==> src/rtl/cnu_msg_expand.sv <==
// cnu_msg_expand
//   Output end of the min-sum check node unit. Takes one compressed record
//   (min1, min2, index of min1, sign product, per-edge signs, degree) and
//   expands it serially into one sign-magnitude check-to-variable message
//   per edge.
//
// Ports
//   clk, rst_n        clock, asynchronous active-low reset
//   in_valid/in_ready record handshake
//   in_min            {min2, min1}, min1 in the low DATA_W bits
//   in_idx            edge index of min1
//   in_sgn_prod       XOR of all incoming edge signs
//   in_signs          incoming sign per edge (bit e = edge e)
//   in_deg            number of edges (clamped to DEG_MAX, 0 = drop record)
//   out_valid/out_ready message handshake
//   out_msg           {sign, magnitude}
//   out_edge          edge index of out_msg
//   out_last          final edge of the record
//
// Build option
//   OFFSET_CORR_EN    offset min-sum: magnitude becomes max(mag-OFFSET, 0)
module cnu_msg_expand #(
  parameter int DATA_W  = 8,
  parameter int IDX_W   = 8,
  parameter int DEG_MAX = 16,
  parameter int OFFSET  = 1
) (
  input  logic                clk,
  input  logic                rst_n,
  input  logic                in_valid,
  output logic                in_ready,
  input  logic [2*DATA_W-1:0] in_min,
  input  logic [IDX_W-1:0]    in_idx,
  input  logic                in_sgn_prod,
  input  logic [DEG_MAX-1:0]  in_signs,
  input  logic [IDX_W-1:0]    in_deg,
  output logic                out_valid,
  input  logic                out_ready,
  output logic [DATA_W:0]     out_msg,
  output logic [IDX_W-1:0]    out_edge,
  output logic                out_last
);

  localparam int SW = (DEG_MAX > 1) ? $clog2(DEG_MAX) : 1;

  typedef enum logic {IDLE, EMIT} state_t;

  state_t               state, state_nx;
  logic [DATA_W-1:0]    min1, min2;
  logic [IDX_W-1:0]     idx, deg, e;
  logic                 sgn_prod;
  logic [DEG_MAX-1:0]   signs;

  logic [IDX_W-1:0]     deg_c;
  logic                 last, acc, fire;
  logic [DATA_W-1:0]    mag, mag_o;
  logic                 sgn;

  assign deg_c = (in_deg > IDX_W'(DEG_MAX)) ? IDX_W'(DEG_MAX) : in_deg;

  // in_ready is gated with rst_n so it reads 0 while reset is held, even
  // though the state register already sits in IDLE.
  assign last     = (state == EMIT) && (e == deg - IDX_W'(1));
  assign in_ready = rst_n & ((state == IDLE) | (last & out_ready));
  assign acc      = in_valid & in_ready;
  assign fire     = out_valid & out_ready;

  assign mag = (e == idx) ? min2 : min1;
  assign sgn = sgn_prod ^ signs[e[SW-1:0]];

`ifdef OFFSET_CORR_EN
  assign mag_o = (mag > DATA_W'(OFFSET)) ? mag - DATA_W'(OFFSET) : '0;
`else
  logic unused_offset;
  assign unused_offset = (OFFSET != 0);
  assign mag_o = mag;
`endif

  always_ff @(posedge clk or negedge rst_n) begin
    if (!rst_n) state <= IDLE;
    else        state <= state_nx;
  end

  // Next state and outputs. Outputs are zero outside EMIT and depend only on
  // registered fields, so they hold still while out_ready is low.
  always_comb begin
    state_nx  = state;
    out_valid = 1'b0;
    out_msg   = '0;
    out_edge  = '0;
    out_last  = 1'b0;
    case (state)
      IDLE: if (acc && deg_c != '0) state_nx = EMIT;
      EMIT: begin
        out_valid = 1'b1;
        out_msg   = {sgn, mag_o};
        out_edge  = e;
        out_last  = last;
        // A record accepted alongside the last beat re-enters EMIT directly.
        if (fire && last) state_nx = (acc && deg_c != '0) ? EMIT : IDLE;
      end
      default: state_nx = IDLE;
    endcase
  end

  always_ff @(posedge clk or negedge rst_n) begin
    if (!rst_n) begin
      min1     <= '0;
      min2     <= '0;
      idx      <= '0;
      deg      <= '0;
      sgn_prod <= 1'b0;
      signs    <= '0;
      e        <= '0;
    end else if (acc) begin
      min1     <= in_min[DATA_W-1:0];
      min2     <= in_min[2*DATA_W-1:DATA_W];
      idx      <= in_idx;
      deg      <= deg_c;
      sgn_prod <= in_sgn_prod;
      signs    <= in_signs;
      e        <= '0;
    end else if (fire) begin
      e <= e + IDX_W'(1);
    end
  end

endmodule

==> config.mk <==
export PLATFORM = sky130hd
export DESIGN_NAME = cnu_msg_expand
export DESIGN_NICKNAME = d
export VERILOG_FILES = /design/src/rtl/cnu_msg_expand.sv
export SDC_FILE = /design/constraint.sdc
export NUM_CORES = 1
export LEC_CHECK = 0
export ABC_AREA = 1
export CORE_AREA = 2 2 95 74
export CTS_BUF_LIST = sky130_fd_sc_hd__clkbuf_4
export DETAILED_ROUTE_END_ITERATION = 7
export DIE_AREA = 0 0 97 76
export PLACE_DENSITY = 0.94
export SLEW_MARGIN = 20
export SYNTH_ARGS = -nofsm -noshare
export SYNTH_HDL_FRONTEND = slang
export SYNTH_SLANG_ARGS = --single-unit
==> constraint.sdc <==
create_clock -name clk -period 2.4 [get_ports clk]
set_input_delay 0.36 -clock clk [delete_from_list [all_inputs] [get_ports clk]]
set_output_delay 0.36 -clock clk [all_outputs]
set_load 0.05 [all_outputs]
; ---- Yosys cells after proc, flatten, opt, wreduce, memory -nomap -nowiden
; Cells that the tools add are included.
; W data, S select, Z words.
[word_totals]
reg_bits = 58
latch_bits = 0
ramBits = 0
mem_bits_ro = 0
mem_count = 0
[op_classes]
add_sub_neg = 2
mul = 0
div = 0
magnitude_cmp = 2
n_eq_ne = 2
n_shift = 0
muxes = 13
bitwise = 7
n_reduce_logical = 5
[op_table]
columns = op, n
row1 = $mux W8, 5
row2 = $eq A8 B8 Y1, 2
row3 = $mux W9, 1
row4 = $add A8 B1 Y8 const B, 1
row5 = $gt A8 B5 Y1 const B, 1
row6 = $reduce_bool A8 Y1, 1
row7 = $sub A8 B1 Y8 const B, 1
row8 = $lt A4 B5 Y1 const B, 1
row9 = $mux W1, 5
row10 = $and A1 B1 Y1, 4
row11 = $bmux W1 S4, 1
row12 = $logic_and A1 B1 Y1, 3
row13 = $pmux W1 S2, 1
row14 = $reduce_bool A2 Y1, 1
row15 = $not A1 Y1, 1
row16 = $or A1 B1 Y1, 1
row17 = $xor A1 B1 Y1, 1

; ---- Depth between registers and ports, before layout
[logic_depth]
depth_word = 11
depth_mapped = 15
depth_no_buf = 14

; ---- Least setup slack after synthesis
; OpenSTA, ideal clock, no wires.
[synth_timing]
path_kind = reg2out
startpoint = reg deg[0]
endpoint = out out_last
arrival_ns = 2.647
required_ns = 2.040
slack_ns = -0.607
path_stages_with_launch = 9
cell_sequence = dfrtp_1 inv_1 ha_1 nand2_1 nand3_1 nand2_1 nor2_2 nand3_1 nor4_1
[synth_via]
elab_chain_len = 4
[synth_lines]
columns = element, line
row1 = start: declaration, 50  ; logic [IDX_W-1:0] idx, deg, e;
row2 = start signal: assignment, 119  ; deg <= deg_c;
row3 = $sub A8 B1 Y8, 63  ; assign last = (state == EMIT) && (e == deg - IDX_W'(1));
row4 = $eq A8 B8 Y1, 63
row5 = $logic_and A1 B1 Y1, 63
row6 = $mux W1, 92  ; case (state)
row7 = end: declaration, 41  ; output logic out_last
; Every way passes these cells.

; ---- Worst setup path in the final report
[layout_timing]
startpoint = reg e[0]
endpoint = out out_msg[6]
[layout_via]
elab_chain_len = 3
[layout_lines]
columns = element, line
row1 = start: declaration, 50
row2 = start signal: assignment, 124  ; e <= e + IDX_W'(1);
row3 = $eq A8 B8 Y1, 68  ; assign mag = (e == idx) ? min2 : min1;
row4 = $mux W8, 68
row5 = $mux W9, 92
row6 = end: declaration, 39  ; output logic [DATA_W:0] out_msg,
; Every way passes these cells.

==> results.md <==
- Cell family with most CP delay: simple AND/OR/NAND/NOR gates
- Main combinational cell family by area after synthesis: simple AND/OR/NAND/NOR gates
- Main area contributors after synthesis: dfrtp_1 (43%), nand2_1 (18%), nand3_1 (9.4%)
- Area fraction of the dominant cell type after synthesis: approximately 43%
- Synthesis Warnings: 0
- Worst-margin pin slew: a little over 700 ps
- Nets: ~600
- Share of layout cells above drive strength 1: about 27%
- Most used cell, CP: nor2_4
- Power density over cell area: 1250 nW/um^2
- # IOs: 73
- Sequential fraction of the synthesis area: 43.4%
- Maximum VDD drop: roughly 1.1 mV
- Crit path buf inv count: 3
- Mux cell area share after synthesis: less than 1%
- Clk slew on worst S/H paths: around 110 ps
- Starting Density: 51.1%
- Compound-gate portion of the synthesized area: around 5.6%
- Die ar.: 7370 sq um
- Commonest non-fill, non-tap cell in the layout: nand2_1
- DRC: 0
- Max Slew Vio Count: 0
- Post-CTS Hold Buffers: 0
- Vias: ~3500
- First-pass GRT wire length: 15200 um
- H-tree lvl count: 3
- Post-Route WL: slightly above 10000 um
- Final core utilization: between 70% and 80%
- TritonCTS Sinks: 58
- Hold Path Class: primary input to asynchronous set/reset pin
- Rel. slew slack: between 50% and 60%
- Data required, critical path: 2040 ps
- Post-Synth Simple-Gate Area: a little under two fifths
- F_max: between 0.3 and 0.4 GHz
- Insertion delay to the later sink of the worst-skew pair: around 400 ps
- Asr flop ratio synth: between 90% and 100%
- Worst Path Arrival: between 2000 and 2500 ps
- PortBufs: between 70 and 80
- Clk_skew: 9.70 ps
- XOR/XNOR Fraction of Synth Area: 2.36%
- Slowest CP cell: dfrtp_2
- Setup TNS Final: -1220 ps
- Period minus WS final: 2550 ps
- WL/cell: 16.4 um
- Synthesized area per cell: between 7 and 8 sq um
- Post-synthesis register bit count: between 50 and 60
- Status: finished with violations
- RSZ-0062 raised after global routing: true
- Setup-failing EPs final: 11
- Routed Antenna Nets: 0
- Vias per cell: roughly 5.6
- FF-to-FF Start: deg[1]
- Gr usage total: 25.5%
- Core ar.: 6540 sq um
- CTS Buf Count: 9
- Yosys top cell by area: dfrtp_1
- Chip height: about 76 um
- CP Capture Type: primary output
- Failing checks: setup timing
- Final worst setup slack: -148 ps
- Clk buf depth: 2
- Synthesized cell area: between 3000 and 4000 sq um
- CP Max Fanout: 8
- Initial antenna violation count: 0
- WS Path Type: register to primary output
- Distinct cells, synth: 37
- Syn_nets: roughly 500
- Post-synthesis adder-cell area fraction: less than 1%
- Row count: 26
- TritonCTS clock tree: yes
- ANT cells: 0
- Vias in the first global route: between 3000 and 4000
- Ys flop type: dfrtp_1
- Largest net degree at the start of global routing: between 50 and 60
- Post-Syn Instances: 443
- Detailed Route Iter0 Violations: 350
- Root buf cell: clkbuf_4
- Critical Path, Cell by Cell: inv_4, or2_4, nand4_1, a211oi_4, nand2_4, clkinv_8, nor2_4, nor2_4, buf_12
- Count of final hold-check violations: 0
- Pre-Repair DR Iteration Count: 6
- Final HPWL DP: 6100 um
- Slowest stage delay, CP: around 450 ps
- Layout Area Growth over Synthesis: 43.2%
- GPL Wtd Cong: 0.881
- Total gr overflow: 0
- Die X-Extent: around 97 um
- Max-Cap Viols: 0
- Final cycle utilization of the critical path: 106%
- Post-synth EDFFs: 0
- Lkg Pwr: 2.41 nW
- Commonest cells after routing, fill and taps aside: nand2_1 (160), nand3_1 (62), dfrtp_1 (55)
- CP startpoint: e[0]
- Worst setup SP type: register
==> registers in the layout (all words and copies together), names as in the netlist <==
register  cells
idx           8
deg           8
min2          8
signs        16
state         1
e             8
sgn_prod      1
min1          8
==> per-layer routing <==
layer | up-vias | routed length, um | track usage [%]
met5 | - | 0 | 0
met1 | 1684 | 4120 | 33.5
li1 | 1590 | - | -
met2 | 219 | 4930 | 40.3
met3 | 31 | 984 | 7.71
met4 | 0 | 227 | 9.01
==> cell usage after synthesis (3+ instances only) <==
| cell | number |
|---|---|
| inv_2 | 10 |
| nand3_1 | 63 |
| nand3_2 | 3 |
| nor2_2 | 3 |
| or2_2 | 8 |
| dfrtp_1 | 58 |
| buf_2 | 8 |
| nand4_1 | 6 |
| inv_1 | 31 |
| buf_6 | 11 |
| nor2_1 | 22 |
| o21ai_0 | 12 |
| a21oi_1 | 6 |
| nand2_1 | 162 |
| nand2_2 | 3 |
| xor2_1 | 8 |
| o21ai_2 | 5 |
==> per-stage QoR <==
stage               hold slack (ps)  worst slack, ps  cell area [sq um]  power (mW)  std cells
global route                    223             -243               4790        6.32        625
detailed placement              464             89.0               4230        4.57        589
floorplan                      64.4              107               3380        3.49        443
finish                          173             -148               4790        6.00        625
global placement                459              117               4230        4.49        589
CTS                             203             -106               4530        5.47        616
==> layout make-up <==
type / count / area, sq um
Inverter: 42 / 173
Timing Repair Buffer: 104 / 1110
Clock inverter: 7 / 60.1
Tap cell: 84 / 105
Clock buffer: 9 / 67.6
Multi-Input combinational cell: 321 / 1820
Fill cell: 438 / 1750
Sequential cell: 58 / 1460
==> cell families (layout without fill, tap and decap cells) <==
logic type,Yosys count,after routing
xor gates and xnor gates,9,9
muxes,2,2
adders and majority gates,2,2
buffers and inverters,65,162
and+or+nand+nor,279,280
AOI/OAI and AO/OA,28,28
DFF,58,58
==> report_power, final <==
part	total [mW]	switching [mW]	internal (mW)
clock	0.682	0.376	0.306
combinational	3.60	2.07	1.53
sequential	1.72	0.354	1.37
==> path summary, 6_finish.rpt <==
path | depth (start not counted) | slack (ps) | end
worst max-delay path | 9 | -150 | out_msg[6]
worst min-delay path | 2 | 170 | deg[3]
worst max register to register | 14 | 170 | min1[5]
worst min register to register | 2 | 500 | signs[14]
max in group asynchronous | 2 | 1690 | e[0]
min in group clk | 4 | 480 | deg[1]
==> timing repair <==
action / 4_1_cts / 5_1_grt
gates resized for setup: 28 / 51
gates cloned: 1 / 3
endpoints found under the setup margin: 11 / 53
setup buffers: 10 / 8
pin swaps: 18 / 19
(Power assumes the default switching activity.)
